<file path="config.mk">
export PLATFORM = sky130hd
export DESIGN_NAME = tft_spi_rx_flat
export DESIGN_NICKNAME = d
export VERILOG_FILES = /design/src/rtl/tft_spi_pkg.sv /design/src/rtl/tft_spi_rx_if.sv /design/src/rtl/tft_spi_fifo.sv /design/src/rtl/tft_spi_rx.sv /design/src/flat_wrapper.sv
export SDC_FILE = /design/constraint.sdc
export NUM_CORES = 1
export LEC_CHECK = 0
export CORE_ASPECT_RATIO = 0.6
export CORE_MARGIN = 1.5
export CORE_UTILIZATION = 50
export DETAILED_ROUTE_END_ITERATION = 6
export PLACE_DENSITY_LB_ADDON = 0.15
export RECOVER_POWER = 100
export SLEW_MARGIN = 20
export SYNTH_ARGS = -nofsm -noshare
export SYNTH_HDL_FRONTEND = slang
export SYNTH_SLANG_ARGS = --single-unit
</file>
<file path="constraint.sdc">
create_clock -name sys_clk_i -period 3.36 [get_ports sys_clk_i]
set_input_delay 0.672 -clock sys_clk_i [delete_from_list [all_inputs] [get_ports sys_clk_i]]
set_output_delay 0.672 -clock sys_clk_i [all_outputs]
set_load 0.005 [all_outputs]
</file>
<file path="src/rtl/tft_spi_pkg.sv">
// rtl/tft_spi_pkg.sv - shared TFT SPI constants, FSM states and FIFO entry type
package tft_spi_pkg;

   localparam int WORD_W_DEF = 16;

   // Mode 0: SCLK idles low, data sampled on the rising edge
   localparam int SPI_MODE = 0;

   typedef enum logic [0:0] {
      IDLE  = 1'b0,
      SHIFT = 1'b1
   } spi_state_e;

   // Plain vector encodings of the same states for legacy-style FSM registers
   localparam logic [0:0] ST_IDLE  = 1'b0;
   localparam logic [0:0] ST_SHIFT = 1'b1;

   typedef struct packed {
      logic                  dc;
      logic [WORD_W_DEF-1:0] data;
   } fifo_entry_t;

endpackage

</file>
<file path="src/rtl/tft_spi_rx_if.sv">
// rtl/tft_spi_rx_if.sv - serial inputs and received-word stream of the SPI receiver
interface tft_spi_rx_if #(
   parameter int WORD_W = 16,
   parameter int LVL_W  = 3
);
   logic              spi_clk_i;
   logic              spi_mosi_i;
   logic              spi_cs_n_i;
   logic              spi_dc_i;
   logic [WORD_W-1:0] data_o;
   logic              dc_o;
   logic              valid_o;
   logic              ready_i;
   logic [LVL_W-1:0]  level_o;
   logic              overflow_o;
   logic              frame_err_o;

   modport slave (
      input  spi_clk_i, spi_mosi_i, spi_cs_n_i, spi_dc_i, ready_i,
      output data_o, dc_o, valid_o, level_o, overflow_o, frame_err_o
   );

   modport master (
      output spi_clk_i, spi_mosi_i, spi_cs_n_i, spi_dc_i, ready_i,
      input  data_o, dc_o, valid_o, level_o, overflow_o, frame_err_o
   );
endinterface

</file>
<file path="src/rtl/tft_spi_fifo.sv">
// rtl/tft_spi_fifo.sv - synchronous first-word-fall-through FIFO with drop-on-full
module tft_spi_fifo #(
   parameter int W     = 17,
   parameter int DEPTH = 4
) (
   input  logic                     clk,
   input  logic                     rst,
   input  logic                     push,
   input  logic [W-1:0]             push_data,
   input  logic                     pop,
   output logic [W-1:0]             pop_data,
   output logic                     full,
   output logic                     empty,
   output logic [$clog2(DEPTH):0]   level,
   output logic                     overflow
);
   localparam int AW = $clog2(DEPTH);
   localparam int LW = AW + 1;

   logic [W-1:0]  mem [DEPTH];
   logic [AW-1:0] wr_ptr;
   logic [AW-1:0] rd_ptr;
   logic          do_push;
   logic          do_pop;

   assign full    = (level == LW'(DEPTH));
   assign empty   = (level == '0);
   assign do_pop  = pop & ~empty;
   // A full FIFO still accepts a word when the head leaves in the same cycle
   assign do_push = push & (~full | do_pop);
   // Head is forced to zero while empty so the output is clean after reset
   assign pop_data = empty ? '0 : mem[rd_ptr];

   // Storage write; slot contents need no reset since empty masks them
   always_ff @(posedge clk) begin
      if (do_push) begin
         mem[wr_ptr] <= push_data;
      end
   end

   // Pointer, occupancy and overflow-pulse bookkeeping
   always_ff @(posedge clk) begin
      if (rst) begin
         wr_ptr   <= '0;
         rd_ptr   <= '0;
         level    <= '0;
         overflow <= 1'b0;
      end else begin
         overflow <= push & full & ~do_pop;
         if (do_push) begin
            wr_ptr <= wr_ptr + AW'(1);
         end
         if (do_pop) begin
            rd_ptr <= rd_ptr + AW'(1);
         end
         case ({do_push, do_pop})
            2'b10:   level <= level + LW'(1);
            2'b01:   level <= level - LW'(1);
            default: level <= level;
         endcase
      end
   end
endmodule

</file>
<file path="src/rtl/tft_spi_rx.sv">
// rtl/tft_spi_rx.sv - oversampling SPI mode-0 slave receiver with word FIFO
module tft_spi_rx
   import tft_spi_pkg::*;
#(
   parameter int WORD_W      = WORD_W_DEF,
   parameter int FIFO_DEPTH  = 4,
   parameter int SYNC_STAGES = 2
) (
   input  logic         sys_clk_i,
   input  logic         sys_rst_i,
   tft_spi_rx_if.slave  bus
);
   localparam int CNT_W = $clog2(WORD_W);
   localparam int LVL_W = $clog2(FIFO_DEPTH) + 1;
   localparam logic [CNT_W-1:0] CNT_LAST = CNT_W'(WORD_W - 1);

   logic [SYNC_STAGES-1:0] sclk_s;
   logic [SYNC_STAGES-1:0] mosi_s;
   logic [SYNC_STAGES-1:0] cs_s;
   logic [SYNC_STAGES-1:0] dc_s;
   logic                   sclk_h;

   logic sclk_sync;
   logic mosi_sync;
   logic cs_sync;
   logic dc_sync;
   logic sclk_rise;

   logic [0:0]        state;
   logic [CNT_W-1:0]  cnt;
   logic [WORD_W-1:0] shreg;
   logic [WORD_W-1:0] shreg_nxt;
   logic              word_done;
   logic              wr_en;
   logic [WORD_W:0]   wr_entry;
   logic              frame_err;

   logic [WORD_W:0]   head;
   logic              fifo_full;
   logic              fifo_empty;
   logic [LVL_W-1:0]  fifo_level;
   logic              fifo_ovf;

   assign sclk_sync = sclk_s[SYNC_STAGES-1];
   assign mosi_sync = mosi_s[SYNC_STAGES-1];
   assign cs_sync   = cs_s[SYNC_STAGES-1];
   assign dc_sync   = dc_s[SYNC_STAGES-1];
   assign sclk_rise = sclk_sync & ~sclk_h;

   assign shreg_nxt = {shreg[WORD_W-2:0], mosi_sync};
   assign word_done = sclk_rise && (cnt == CNT_LAST);

   // Bring the serial lines into sys_clk; SCLK/CS_n reset to their idle levels
   always_ff @(posedge sys_clk_i) begin
      if (sys_rst_i) begin
         sclk_s <= '0;
         mosi_s <= '0;
         cs_s   <= '1;
         dc_s   <= '0;
         sclk_h <= 1'b0;
      end else begin
         sclk_s <= {sclk_s[SYNC_STAGES-2:0], bus.spi_clk_i};
         mosi_s <= {mosi_s[SYNC_STAGES-2:0], bus.spi_mosi_i};
         cs_s   <= {cs_s[SYNC_STAGES-2:0],   bus.spi_cs_n_i};
         dc_s   <= {dc_s[SYNC_STAGES-2:0],   bus.spi_dc_i};
         sclk_h <= sclk_sync;
      end
   end

   // Framing FSM and shifter; a finished word takes priority over a CS abort
   always_ff @(posedge sys_clk_i) begin
      if (sys_rst_i) begin
         state     <= ST_IDLE;
         cnt       <= '0;
         shreg     <= '0;
         wr_en     <= 1'b0;
         wr_entry  <= '0;
         frame_err <= 1'b0;
      end else begin
         wr_en     <= 1'b0;
         frame_err <= 1'b0;
         case (state)
            ST_IDLE: begin
               cnt <= '0;
               if (!cs_sync) begin
                  state <= ST_SHIFT;
               end
            end
            ST_SHIFT: begin
               if (sclk_rise) begin
                  shreg <= shreg_nxt;
                  if (word_done) begin
                     wr_en    <= 1'b1;
                     wr_entry <= {dc_sync, shreg_nxt};
                     cnt      <= '0;
                  end else begin
                     cnt <= cnt + CNT_W'(1);
                  end
               end
               if (cs_sync) begin
                  state <= ST_IDLE;
                  cnt   <= '0;
                  if ((cnt != '0) && !word_done) begin
                     frame_err <= 1'b1;
                  end
               end
            end
            default: state <= ST_IDLE;
         endcase
      end
   end

   tft_spi_fifo #(
      .W     (WORD_W + 1),
      .DEPTH (FIFO_DEPTH)
   ) u_fifo (
      .clk       (sys_clk_i),
      .rst       (sys_rst_i),
      .push      (wr_en),
      .push_data (wr_entry),
      .pop       (bus.ready_i),
      .pop_data  (head),
      .full      (fifo_full),
      .empty     (fifo_empty),
      .level     (fifo_level),
      .overflow  (fifo_ovf)
   );

   assign bus.data_o      = head[WORD_W-1:0];
   assign bus.dc_o        = head[WORD_W];
   assign bus.valid_o     = ~fifo_empty;
   assign bus.level_o     = fifo_level;
   assign bus.overflow_o  = fifo_ovf;
   assign bus.frame_err_o = frame_err;

   logic unused_full;
   assign unused_full = fifo_full;
endmodule
</file>
<file path="src/flat_wrapper.sv">
// flat-port wrapper written by rule: the top's interface ports become plain ports
module tft_spi_rx_flat import tft_spi_pkg::*;
#(
   parameter int WORD_W      = WORD_W_DEF,
   parameter int FIFO_DEPTH  = 4,
   parameter int SYNC_STAGES = 2
)
  (sys_clk_i, sys_rst_i, bus_spi_clk_i, bus_spi_mosi_i, bus_spi_cs_n_i, bus_spi_dc_i, bus_ready_i, bus_data_o, bus_dc_o, bus_valid_o, bus_level_o, bus_overflow_o, bus_frame_err_o);
  tft_spi_rx_if #(.WORD_W(WORD_W)) bus_i ();
  input  logic sys_clk_i;
  input  logic sys_rst_i;
  input wire logic [$bits(bus_i.spi_clk_i)-1:0] bus_spi_clk_i;
  input wire logic [$bits(bus_i.spi_mosi_i)-1:0] bus_spi_mosi_i;
  input wire logic [$bits(bus_i.spi_cs_n_i)-1:0] bus_spi_cs_n_i;
  input wire logic [$bits(bus_i.spi_dc_i)-1:0] bus_spi_dc_i;
  input wire logic [$bits(bus_i.ready_i)-1:0] bus_ready_i;
  output wire logic [$bits(bus_i.data_o)-1:0] bus_data_o;
  output wire logic [$bits(bus_i.dc_o)-1:0] bus_dc_o;
  output wire logic [$bits(bus_i.valid_o)-1:0] bus_valid_o;
  output wire logic [$bits(bus_i.level_o)-1:0] bus_level_o;
  output wire logic [$bits(bus_i.overflow_o)-1:0] bus_overflow_o;
  output wire logic [$bits(bus_i.frame_err_o)-1:0] bus_frame_err_o;
  assign bus_i.spi_clk_i = bus_spi_clk_i;
  assign bus_i.spi_mosi_i = bus_spi_mosi_i;
  assign bus_i.spi_cs_n_i = bus_spi_cs_n_i;
  assign bus_i.spi_dc_i = bus_spi_dc_i;
  assign bus_i.ready_i = bus_ready_i;
  assign bus_data_o = bus_i.data_o;
  assign bus_dc_o = bus_i.dc_o;
  assign bus_valid_o = bus_i.valid_o;
  assign bus_level_o = bus_i.level_o;
  assign bus_overflow_o = bus_i.overflow_o;
  assign bus_frame_err_o = bus_i.frame_err_o;
  tft_spi_rx #(.WORD_W(WORD_W), .FIFO_DEPTH(FIFO_DEPTH), .SYNC_STAGES(SYNC_STAGES)) u_core (.sys_clk_i(sys_clk_i), .sys_rst_i(sys_rst_i), .bus(bus_i));
endmodule
</file>
== Yosys cells after proc, flatten, opt, wreduce, memory -nomap -nowiden ==
Memory sizes are Yosys's and may differ from the RTL's. A register that Yosys moved wholly into a read port is not among the register bits.
Cells that the tools add are included.
Word-level totals
  bits in writable memories: 68
  word-level logic and storage cells: 62
  output and inout port bits: 23
  register bits after elaboration: 56
  memories: 1
Memory list
  u_core.u_fifo.mem: words 4, bits a word 17, rd ports 1, clocked after memory_dff 1, wr ports 1, line tft_spi_fifo.sv:20  | logic [W-1:0] mem [DEPTH];
Cells by class
  $add $sub $neg: 5
  equal/unequal tests: 5
  muxes and demuxes: 13
  bitwise operators: 13
  reduce and logical (&&, ||, !) cells: 10
Operators by type and width (number)
  17-bit two-way mux: 1
  4-bit two-way mux: 3
  4-bit case mux with 2 select lines: 1
  1-bit inverter: 7
  3-bit case mux with 2 select lines: 1
  3-bit OR reduction: 2
  1-bit AND: 5
  1-bit two-way mux: 5
  2-bit by 1-bit adder with 2-bit output, second input constant: 2
  4-bit by 1-bit adder with 4-bit output, second input constant: 1
  4-bit == test, second input constant: 1
  2-bit two-way mux: 2
  4-bit nonzero test: 1
  3-bit by 1-bit adder with 3-bit output, second input constant: 1
  3-bit == test, second input constant: 1
  3-bit logical NOT: 1
  3-bit by 1-bit != test with 1-bit output, second input constant: 1
  3-bit AND reduction: 1
  3-bit by 1-bit subtractor with 3-bit output, second input constant: 1
  2-bit by 1-bit == test with 1-bit output, second input constant: 1
  2-bit == test, second input constant: 1
  1-bit logical AND: 2
  2-bit AND reduction: 1
  2-bit nonzero test: 1
  other kinds (2): 2

== Logic depth before layout (Yosys ltp) ==
Gate-level depths: netlist (run 1).
  depth after elaboration: 7
  mapped depth: 9
  mapped depth without buffers: 7

== Cells and area by module ==
From an unflattened synthesis (run 1), not the netlist that was laid out.
Unflattened totals
  cells, all modules: 386
  area total of the unflattened synthesis: 4998.5 um^2
Modules (own cells, without submodules)
  tft_spi_fifo: seq. area each 2242.2 um^2, times used 1, area an instance 3176.8 um^2, cells an instance 173
  tft_spi_rx: seq. area each 960.9 um^2, times used 1, area an instance 1821.7 um^2, cells an instance 213

== Worst setup path after synthesis (run 1) ==
No wires, ideal clock.
  kind: input to register
  start: input port bus_ready_i
  end: memory u_core.u_fifo.mem[0][0] (enable)
  cell stages on the path: 4
  arrival: 1.775 ns
  required time: 3.036 ns
  library setup time: 0.324 ns
  path slack: 1.261 ns
  path through: buf_2 > or4b_1 > buf_2 > and3_1
Between the ends
  cells in the longest elaborated chain, start to end: 5
RTL lines
  from (decl): line flat_wrapper.sv:16  | input wire logic [$bits(bus_i.ready_i)-1:0] bus_ready_i;
  1-bit AND: line tft_spi_fifo.sv:28  | assign do_pop = pop & ~empty;
  1-bit bitwise OR: line tft_spi_fifo.sv:30  | assign do_push = push & (~full | do_pop);
  1-bit AND: line tft_spi_fifo.sv:30
  1-bit two-way mux: line tft_spi_fifo.sv:36  | if (do_push) begin
  1-bit two-way mux (not written as such): line tft_spi_fifo.sv:37  | mem[wr_ptr] <= push_data;
  to (decl): line tft_spi_fifo.sv:20
Every way passes these cells.

==> metrics list, run 1 <==
* Run status: finished clean
- The longest clock path from root to sink contains 2 buffers.
- CTS Hold Buffers Added: 0
* Number of antenna violations at the first check in global routing: 0
- The routed design could run at a clock period as short as a little over 3 ns.
- The first global-routing pass estimated ~14000 um of wire.
* Final Instance Count excl. Fillers: around 540
* Cell type with the largest total area after synthesis: sky130_fd_sc_hd__edfxtp_1
- In this run the power spent charging and discharging nets is ~630 uW.
- TritonCTS built the clock tree.
- The die is around 130 um wide.
- Biggest area contributors in the synthesized netlist: sky130_fd_sc_hd__edfxtp_1 (42%), sky130_fd_sc_hd__dfxtp_1 (24%), sky130_fd_sc_hd__mux4_2 (7.8%)
- In this run, synthesis produced a sequential element count of between 100 and 150.
- Iter 0 DRT Violations: around 210
* Count of cells along the worst register-to-register path: 7
* Type of the setup path with the least slack: register to output port
- On the critical path, the stage with the largest delay is an instance of sky130_fd_sc_hd__dfxtp_1.
- After clock tree synthesis, the clock-pin slew on the worst setup and hold paths is 0.05 ns.
* Root cell of the clock tree: sky130_fd_sc_hd__clkbuf_16
- Slack of the critical path: 0.254 ns
- Overflow left after global routing: 0
- Drc violations: 0
- The number of pins exceeding their max-slew limit in the final report is 0.
* Total power per unit cell area: about 580 nW/um^2
- Routability-driven placement finished with a final weighted congestion of about 0.76.
* Starting utilization of the core area: 52.4%
- Finish-stage setup viols: 0
* Predominant post-synthesis flop cell: sky130_fd_sc_hd__edfxtp_1
* Worst flop-to-flop path startpoint: u_core.u_fifo.level[2]$_SDFFE_PP0P_
- Timing analysis after detailed placement gives a worst setup slack of approximately 0.53 ns.
- The synthesized design devotes to its leading area cell type 41.8% of total area.
* Destination of the worst register-to-register timing path: u_core.u_fifo.level[2]$_SDFFE_PP0P_
- Port buffering added 29 buffers.
* Destination of the worst hold path: u_core.cs_s[1]$_SDFF_PP1_
- Filler cells: between 700 and 800
- Final HPWL DP: ~6000 um
- The largest single stage delay on the critical path is around 0.72 ns.
- Start point of the worst hold path: u_core.cs_s[0]$_SDFF_PP1_
* Slew at the pin closest to its max-slew limit: approximately 1.2 ns
- Via Count: between 2000 and 3000
* Sequential fraction of design power: 48.4%
- Total Nets Final: 413
- Counting the buffers created by CTS gives 17.
- CTS H-tree depth: 4
* Num ports: 30
- Entering global routing, the biggest net connects 30 pins.
* Layout-stage area growth over the synthesis result: 18.1%
- Post-synth net total: roughly 390
- The number of antenna diodes in the final layout is 0.
- Share of the clock period used by the worst path: between 90 and 100%
- Routed wire per std cell: roughly 17 um
* Average cell area after synthesis: between 10 and 15 sq um
- The library cell used most frequently in the layout, excluding fill and tap cells, is sky130_fd_sc_hd__edfxtp_1.
- Once the clock tree was built, the setup fixing pass inserted 0 buffers.
- Counting flops with an async set or reset pin after synthesis yields a share of 0%.
* Synthesized instance count: about 370
- Die height: ~80 um
- Clock latency of the later-clocked register in the worst-skew pair: ~0.41 ns
- Count of cells resized by post-cts repair: 0
- Number of global-route vias before repair: 2735
- Worst slew margin: 20.2%
- Summing all multi-input logic gate instances after layout gives around 1500 sq um.
- The detail route stage leaves a number of antenna-violating nets equal to 0.
- Maximum clock frequency: roughly 320 MHz
* CP startpoint kind: register
- In this run, the clock network consumes 50.8% of the power.
- Combinational fraction of design power: less than 1%
* Number of warnings issued by yosys: 0
- CP Buf/Inv Count: 2
* Unique cell type count in the Yosys netlist: 41
- The die covers roughly 10000 sq um.
- Leak pwr: between 0.0015 and 0.002 uW
- GRT Resource Usage Total: 19.4%
* Internal cell power: 2710 uW
* RSZ-0062 raised after global routing: false
* Capturing element type of the critical path: output port
- Top library cells by usage in the layout, fill and taps aside: sky130_fd_sc_hd__edfxtp_1 (68), sky130_fd_sc_hd__dfxtp_1 (58), sky130_fd_sc_hd__a21oi_1 (37)
- IR analysis of the VDD net gives a maximum drop of between 300 and 400 uV.
- Via density: approximately 5.4
- Counting instances, the worst hold path has a depth of 1.
- Measured on the finished design, the core utilization comes to around three fifths.
- Hold Path Class: register to register
- Between clock sinks in the finished design, the worst skew comes to about 0.0065 ns.
- Placement row count: 27
* Cell Chain, Critical Path: buf_4 > mux4_2 > nor2b_1 > dlygate4sd3_1
- After synthesis, flip-flops and latches occupy around two thirds of the total area.
* Count of flip-flops with a built-in enable after synthesis: 68
- In the final timing run, aggregate negative setup slack is 0 ns.
* Max Cap Viol: 0
- Total wire length after detailed routing: 9130 um
- Of the cells placed in the final design, the portion with a size suffix greater than 1 is 12.4%.
- Mapped cell area: 4890 sq um
* Number of detailed-routing iterations run before antenna repair: 4
* Required arrival time at the worst endpoint: roughly 2.7 ns
- In this run the worst path has a maximum fanout of 13.
* Register Area: 3200 sq um
- Inst Count DP: between 500 and 600
* Number of sinks handled by clock tree synthesis: between 100 and 150
- Grouping stages by cell kind, the critical path spends the most delay in buffers and inverters.
- Sw Ratio: 18.8%
* Worst R2R Setup Slack: roughly 0.99 ns
* Hold Worst Slack: slightly above 0.4 ns
- STA puts the critical path data arrival time at 2.43 ns.
- The final hold violation count is 0.
- Standard cell core area: between 9000 and 10000 sq um
==> cell families (layout without fill, tap and decap cells) <==
| group | after synthesis | count (layout) | share of synthesized area [%] |
|---|---|---|---|
| muxes | 21 | 21 | 8.70 |
| adders and majority gates | 7 | 7 | 1.95 |
| buffers and inverters | 34 | 73 | 3.28 |
| xor gates and xnor gates | 4 | 4 | 0.717 |
| AOI/OAI and AO/OA | 65 | 65 | 7.29 |
| and+or+nand+nor | 116 | 116 | 12.5 |
| DFF | 126 | 126 | 65.5 |
==> per-layer routing <==
layer	GRT usage (%)	share of wire [%]	vias to the layer above
met5	0	0	-
met4	9.56	1.1	0
met3	4.42	5.4	10
met2	26.5	42	70
met1	29.2	52	1432
li1	-	-	1404
==> worst max path at each step <==
stage / start / cells past startpoint / slack (ns) / end
2_1_floorplan: bus_ready_i / 4 / 1.26 / u_core.u_fifo.mem[0][0]$_DFFE_PP_
3_3_place_gp: bus_ready_i / 3 / 0.61 / u_core.u_fifo.mem[3][14]$_DFFE_PP_
3_5_place_dp: bus_ready_i / 3 / 0.53 / u_core.u_fifo.mem[0][8]$_DFFE_PP_
4_1_cts: register / 3 / 0.33 / bus_data_o[11]
5_1_grt: register / 4 / 0.14 / bus_data_o[10]
6_report: register / 4 / 0.25 / bus_data_o[10]
==> synthesized netlist by cell type, types with 3 or more instances <==
cell type	count
sky130_fd_sc_hd__inv_1	8
sky130_fd_sc_hd__o21ai_0	20
sky130_fd_sc_hd__nor3_1	3
sky130_fd_sc_hd__nand3b_1	3
sky130_fd_sc_hd__dfxtp_1	58
sky130_fd_sc_hd__nand3_1	21
sky130_fd_sc_hd__clkbuf_2	3
sky130_fd_sc_hd__nor2_1	13
sky130_fd_sc_hd__ha_1	6
sky130_fd_sc_hd__and3_1	5
sky130_fd_sc_hd__nand2_1	33
sky130_fd_sc_hd__xor2_1	3
sky130_fd_sc_hd__nor2b_1	25
sky130_fd_sc_hd__a21oi_1	37
sky130_fd_sc_hd__clkbuf_1	11
sky130_fd_sc_hd__edfxtp_1	68
sky130_fd_sc_hd__buf_2	8
sky130_fd_sc_hd__mux4_2	17
==> layout make-up <==
cell class              instances  area share [%]
clock buffers                  24            8.54
well taps                     130            2.82
flip-flops and latches        126            55.5
repair buffers                 33            5.33
inverters                       8           0.520
clock inverters                 8            1.13
multi-input cells             213            26.2
==> through the flow <==
stage,power (uW),cell area [sq um]
after floorplan,1660,4890
after global placement,1670,5240
after detailed placement,1670,5240
after CTS,3360,5790
after global routing,3430,5770
final,3340,5770
==> flip-flops by register name, indices dropped and copies added, names as in the netlist, named ones only <==
name / flops
u_core.bus.frame_err_o: 1
u_core.cnt: 4
u_core.cs_s: 2
u_core.dc_s: 2
u_core.mosi_s: 2
u_core.sclk_h: 1
u_core.sclk_s: 2
u_core.shreg: 15
u_core.state: 1
u_core.u_fifo.level: 3
u_core.u_fifo.mem: 68
u_core.u_fifo.overflow: 1
u_core.u_fifo.rd_ptr: 2
u_core.u_fifo.wr_ptr: 2
u_core.wr_en: 1
u_core.wr_entry: 17
==> worst register-to-register path: cells and delay by family, from the launching register on <==
family | cells | cell delay, ns
AND/OR/NAND/NOR | 4 | 1.32
flip-flops | 1 | 0.41
adder cells (fa/ha/maj) | 1 | 0.25
buffers and inverters | 1 | 0.17
AO/OA/AOI/OAI | 1 | 0.15
==> power by group through the flow <==
stage / clock network, uW / logic [uW] / registers [uW]
after floorplan: 0 / 17.5 / 1650
after global placement: 0 / 26.3 / 1650
after detailed placement: 0 / 27.1 / 1650
after CTS: 1720 / 27.1 / 1620
after global routing: 1790 / 28.0 / 1620
final: 1700 / 25.6 / 1620
No activity file was read; power rests on OpenSTA's default activity.
==> run 2: changes to the inputs <==
--- a/config.mk
+++ b/config.mk
@@ -9,6 +9,7 @@
 export CORE_MARGIN = 1.5
 export CORE_UTILIZATION = 50
 export DETAILED_ROUTE_END_ITERATION = 6
+export HOLD_SLACK_MARGIN = 0.02
 export PLACE_DENSITY_LB_ADDON = 0.15
 export RECOVER_POWER = 100
 export SLEW_MARGIN = 20
==> results of run 2 <==
Same layout as run 1: the final DEF is identical, and so are final timing and power.
